--- src/rtl/router_pkg.sv ---
// Shared definitions for the router packet sender: FSM encoding and header field widths.
package router_pkg;
    localparam int LEN_W  = 6;
    localparam int ADDR_W = 2;

    localparam logic [ADDR_W-1:0] ADDR_ILLEGAL = 2'b11;

    typedef enum logic [1:0] {
        ST_IDLE = 2'd0,
        ST_HDR  = 2'd1,
        ST_PLD  = 2'd2,
        ST_PAR  = 2'd3
    } state_t;
endpackage

--- src/rtl/router_pkt_fifo.sv ---
// Payload byte FIFO with occupancy count; exposes the head and the entry behind it.
module router_pkt_fifo #(
    parameter int DEPTH = 64
) (
    input  logic                     clock,
    input  logic                     reset,
    input  logic                     push,
    input  logic [7:0]               wr_data,
    input  logic                     pop,
    output logic [7:0]               head,
    output logic [7:0]               next,
    output logic [$clog2(DEPTH):0]   count,
    output logic                     full,
    output logic                     empty
);
    localparam int PTR_W = $clog2(DEPTH);
    localparam int CNT_W = PTR_W + 1;

    logic [7:0]       mem [DEPTH];
    logic [PTR_W-1:0] wr_ptr;
    logic [PTR_W-1:0] rd_ptr;
    logic [PTR_W-1:0] rd_ptr_nx;
    logic             push_ok;
    logic             pop_ok;

    assign full      = (count == CNT_W'(DEPTH));
    assign empty     = (count == '0);
    assign push_ok   = push && !full;
    assign pop_ok    = pop && !empty;
    assign rd_ptr_nx = rd_ptr + PTR_W'(1);
    assign head      = mem[rd_ptr];
    assign next      = mem[rd_ptr_nx];

    // Storage is not reset; clearing the pointers is enough to discard contents.
    always_ff @(posedge clock) begin
        if (push_ok) begin
            mem[wr_ptr] <= wr_data;
        end
    end

    always_ff @(posedge clock or posedge reset) begin
        if (reset) begin
            wr_ptr <= '0;
            rd_ptr <= '0;
            count  <= '0;
        end else begin
            if (push_ok) begin
                wr_ptr <= wr_ptr + PTR_W'(1);
            end
            if (pop_ok) begin
                rd_ptr <= rd_ptr_nx;
            end
            case ({push_ok, pop_ok})
                2'b10:   count <= count + CNT_W'(1);
                2'b01:   count <= count - CNT_W'(1);
                default: count <= count;
            endcase
        end
    end
endmodule

--- src/rtl/router_pkt_sender.sv ---
// Drives router_top with header, payload from the FIFO and an even parity byte, honouring busy.
module router_pkt_sender
    import router_pkg::*;
#(
    parameter int DEPTH = 64
) (
    input  logic                   clock,
    input  logic                   reset,
    input  logic                   wr_en,
    input  logic [7:0]             wr_data,
    input  logic                   send,
    input  logic [LEN_W-1:0]       send_len,
    input  logic [ADDR_W-1:0]      send_addr,
    input  logic                   busy,
    output logic                   pkt_valid,
    output logic [7:0]             data_out,
    output logic                   ready,
    output logic                   done,
    output logic                   err,
    output logic [$clog2(DEPTH):0] wr_count,
    output logic                   wr_full
);
    localparam int CNT_W = $clog2(DEPTH) + 1;

    state_t           state;
    logic [LEN_W-1:0] remain;
    logic [7:0]       parity;
    logic [7:0]       fifo_head;
    logic [7:0]       fifo_next;
    logic             fifo_empty;
    logic             pop;
    logic             send_bad;

    assign ready    = (state == ST_IDLE);
    assign pop      = (state == ST_PLD) && !busy && !fifo_empty;
    assign send_bad = (send_len == '0) || (send_addr == ADDR_ILLEGAL)
                      || (CNT_W'(send_len) > wr_count);

    router_pkt_fifo #(.DEPTH(DEPTH)) u_fifo (
        .clock   (clock),
        .reset   (reset),
        .push    (wr_en),
        .wr_data (wr_data),
        .pop     (pop),
        .head    (fifo_head),
        .next    (fifo_next),
        .count   (wr_count),
        .full    (wr_full),
        .empty   (fifo_empty)
    );

    // data_out always holds the byte currently offered; it advances only on accepted edges.
    always_ff @(posedge clock or posedge reset) begin
        if (reset) begin
            state     <= ST_IDLE;
            pkt_valid <= 1'b0;
            data_out  <= '0;
            done      <= 1'b0;
            err       <= 1'b0;
            parity    <= '0;
            remain    <= '0;
        end else begin
            done <= 1'b0;
            err  <= 1'b0;
            case (state)
                ST_IDLE: begin
                    if (send) begin
                        if (send_bad) begin
                            err <= 1'b1;
                        end else begin
                            remain    <= send_len;
                            pkt_valid <= 1'b1;
                            data_out  <= {send_len, send_addr};
                            state     <= ST_HDR;
                        end
                    end
                end
                ST_HDR: begin
                    if (!busy) begin
                        parity   <= data_out;
                        data_out <= fifo_head;
                        state    <= ST_PLD;
                    end
                end
                ST_PLD: begin
                    if (!busy) begin
                        parity <= parity ^ data_out;
                        remain <= remain - LEN_W'(1);
                        if (remain == LEN_W'(1)) begin
                            pkt_valid <= 1'b0;
                            data_out  <= parity ^ data_out;
                            state     <= ST_PAR;
                        end else begin
                            data_out <= fifo_next;
                        end
                    end
                end
                ST_PAR: begin
                    if (!busy) begin
                        done     <= 1'b1;
                        data_out <= '0;
                        state    <= ST_IDLE;
                    end
                end
                default: state <= ST_IDLE;
            endcase
        end
    end
endmodule

--- config.mk ---
export PLATFORM = sky130hd
export DESIGN_NAME = router_pkt_sender
export DESIGN_NICKNAME = d
export VERILOG_FILES = /design/src/rtl/router_pkg.sv /design/src/rtl/router_pkt_fifo.sv /design/src/rtl/router_pkt_sender.sv
export SDC_FILE = /design/constraint.sdc
export NUM_CORES = 1
export LEC_CHECK = 0
export BUFFER_PORTS_ARGS = -buffer_cell sky130_fd_sc_hd__buf_2
export CAP_MARGIN = 30
export CORE_MARGIN = 2
export CORE_UTILIZATION = 49
export DETAILED_ROUTE_END_ITERATION = 8
export GPL_TIMING_DRIVEN = 0
export SYNTH_ARGS = -nofsm -noshare
export SYNTH_HDL_FRONTEND = slang
export SYNTH_SLANG_ARGS = --single-unit
--- constraint.sdc ---
create_clock -name clock -period 5 [get_ports clock]
set_input_delay 0.25 -clock clock [delete_from_list [all_inputs] [get_ports clock]]
set_output_delay 0.25 -clock clock [all_outputs]
set_load 0.03 [all_outputs]
==> metrics.yaml <==
sta:
  finalHoldViolCount: 0
  skew_ns: 0.03140
  whs_ns: 0.02894
  slew_viol_final: 0
  setup_viol: 0
  rsz0062_at_grt: "false"
  slew-limit-headroom_pct: 25.07
  fmax_ghz: 0.2296
  fin_crit_sh_pct: 87.10
  worst_pin_slew_ns: 1.124
  fin_tns_setup_ns: 0
  finalCriticalPeriod_ns: 4.355
cells_and_area:
  fin_area_um2: 31040
  antenna_cells: 0
  fillers: 4418
  syn_to_final_growth_pct: 12.73
  nNetsFinal: 1916
  drive_above_1_share_pct: 24.16
yosys:
  synth_compound_area_share_pct: 7.756
  synth_xor_area_share_pct: 1.104
  synth_fp_nets: 1781
  yosys.area_share.simple_pct: 5.684
  synthTopCellsByArea: "edfxtp_1 (56%), mux4_2 (17%), dfrtp_1 (4.2%), mux2i_1 (3.3%), a21oi_1 (1.9%)"
  synthMuxAreaShare_pct: 21.72
  ys_ff_latch: 558
  synthTopCellsByCount: "edfxtp_1 (512), mux4_2 (204), nand2_1 (126), nor2_1 (122), a21oi_1 (105)"
  synth_area_per_cell_um2: 15.80
  netlist.top_cell.by_area: "edfxtp_1"
  synth_most_common_cell: "edfxtp_1"
  ys_types: 77
  synth_edf_count: 512
  synthAdderAreaFrac_pct: 0.7724
  seq_area_frac_synth_pct: 60.01
  yosysWarnings: 0
  async_flop_share_pct: 8.244
  netlist_instances: 1743
  synthFlopType: "edfxtp_1"
  syn_area_um2: 27540
  synth_top_area_share_pct: 55.83
  synth_top_family_by_area: "multiplexers"
die:
  die_x_um: 241.1
  start_util_pct: 49.79
  core_um2: 55310
  ioPinCount: 41
  die_y_um: 241.1
  num_rows: 86
  die_area_um2: 58110
placed_design:
  post-dp-hpwl_mm: 66.66
  place_area_um2: 29020
  io_buffers: 39
  gp_congestion: 1.051
global_route:
  track_usage_pct: 32.72
  antenna_found_initial: 0
  grt_max_degree: 46
  grt_first_pass_wirelength_mm: 130.9
  overflow: 0
  grt_pass1_vias: 17400
critical_path:
  critPathArrivalTime_ns: 4.91
  cp_data_required_time_ns: 5.55
  start_kind: "flip-flop"
  crit_path_end_kind: "flip-flop"
  ff2ff_path_depth: 17
  crit_type: "flip-flop to flip-flop"
  cp_max_fo: 10
power_and_ir_drop:
  power.density_nw_per_um2: 681.4
  ir_drop_v: 0.0003079
  p_leak_uw: 0.01031
detailed_routing:
  first_pass_iters: 6
  postRouteAntennaNets: 0
  drt-initial-drc-count: 2951
  vias: 18420
  avgRoutedWirePerCell_um: 35.16
  wl_mm: 93.98
  remaining_drc_errors: 0
  via_per_inst: 6.892
cts:
  path_clk_slew_ns: 0.06
  cts_setup_buffers: 0
  clk_path_buf_depth: 3
  cts_made_buffers: 59
  cts_tree: "done"
  clkLatencyLatePin_ns: 0.65
  cts_root_buf: "clkbuf_16"
  ctsHtreeMaxLevel: 2
  clkSinkCount: 558
hold_path:
  min_path_type: "input port to flip-flop"
  whs_path_depth: 3
run_status:
  status: "complete, no violations"
run:
  drv_cap: 0
metrics by stage:
step | setup slack (ns) | total power (uW) | utilization, % | cells
after CTS | 0.6940 | 20810 | 56.10 | 2672
after global placement | 0.4166 | 16230 | 51.83 | 2530
final | 0.6449 | 21150 | 56.13 | 2673
after global routing | 0.3360 | 21670 | 56.13 | 2673
after floorplan | 1.635 | 12320 | - | 1743
after detailed placement | 0.7112 | 16380 | 52.47 | 2557
metal layers:
metal  share of wire, %  track usage, %  vias up
li1                   -               -     7368
met1                 40           46.88     9566
met2                 44           49.00     1279
met3                 12           8.269      209
met4                3.8           11.39        0
met5                  0               0        -
report_power, final:
part | switching, uW | internal (uW) | leakage, uW
registers | 261 | 5430 | 0.00515
clock network | 1840 | 2610 | 0.000954
logic | 7000 | 4010 | 0.00421
cell families after synthesis:
| group | count (synthesis) |
|---|---|
| AND/OR/NAND/NOR | 349 |
| flip-flops | 558 |
| multiplexers | 324 |
| XOR/XNOR | 33 |
| adder cells (fa/ha/maj) | 17 |
| buffers and inverters | 138 |
| AO/OA/AOI/OAI | 324 |
worst paths after layout:
| kind | slack [ns] | start | endpoint |
|---|---|---|---|
| max reg2reg | 0.64 | state[0] | u_fifo.count[6] |
| min in group asynchronous | 0.19 | reset | u_fifo.wr_ptr[1] |
| min | 0.03 | send_len[0] | remain[0] |
| min reg2reg | 0.50 | u_fifo.wr_ptr[2] | u_fifo.wr_ptr[2] |
| max in group asynchronous | 4.29 | reset | remain[3] |
| max | 0.64 | state[0] | u_fifo.count[6] |
final cells by class:
| class | count | area [um^2] | share of cell area, % |
|---|---|---|---|
| Sequential cell | 558 | 16530 | 53.23 |
| Multi-Input combinational cell | 1047 | 10200 | 32.87 |
| Clock buffer | 78 | 1609 | 5.183 |
| Tap cell | 748 | 935.9 | 3.015 |
| Buffer | 116 | 729.5 | 2.350 |
| Timing Repair Buffer | 74 | 625.6 | 2.015 |
| Clock inverter | 30 | 331.6 | 1.068 |
| Inverter | 22 | 82.58 | 0.2660 |
placed cells by master (no fill, tap or decap), drive strengths merged, types with 29 or more instances in the layout:
master / n
clkbuf: 114
nor2: 123
mux2i: 91
a22oi: 29
o21ai: 68
a21oi: 105
edfxtp: 512
mux4: 214
nand2: 127
dfrtp: 46
buf: 147
state kept, by name, summed over array words and instances (netlist names):
name,count
u_fifo.wr_ptr,6
remain,6
pkt_valid,1
u_fifo.rd_ptr,6
state,2
done,1
u_fifo.count,7
u_fifo.mem,512
data_out,8
err,1
parity,8
what timing repair did:
| item | in CTS | in global routing |
|---|---|---|
| gates resized for setup | 0 | 0 |
| hold endpoints to repair | 51 | 0 |
| endpoints found under the setup margin | 0 | 0 |
| hold buffers | 7 | 0 |
worst max-delay path: stages (launching register included):
cell	delay, ns
dfrtp_1	0.41
inv_1	0.10
ha_1	0.40
inv_1	0.26
nor2_1	0.31
o21ai_0	0.39
inv_1	0.33
ha_1	0.20
clkbuf_1	0.39
xor2_1	0.13
ha_1	0.24
and3b_1	0.17
o21ai_0	0.18
o21ai_0	0.18
nor3_1	0.20
a21oi_1	0.06
a21oi_1	0.18
xor2_1	0.16
(Power assumes the default switching activity.)
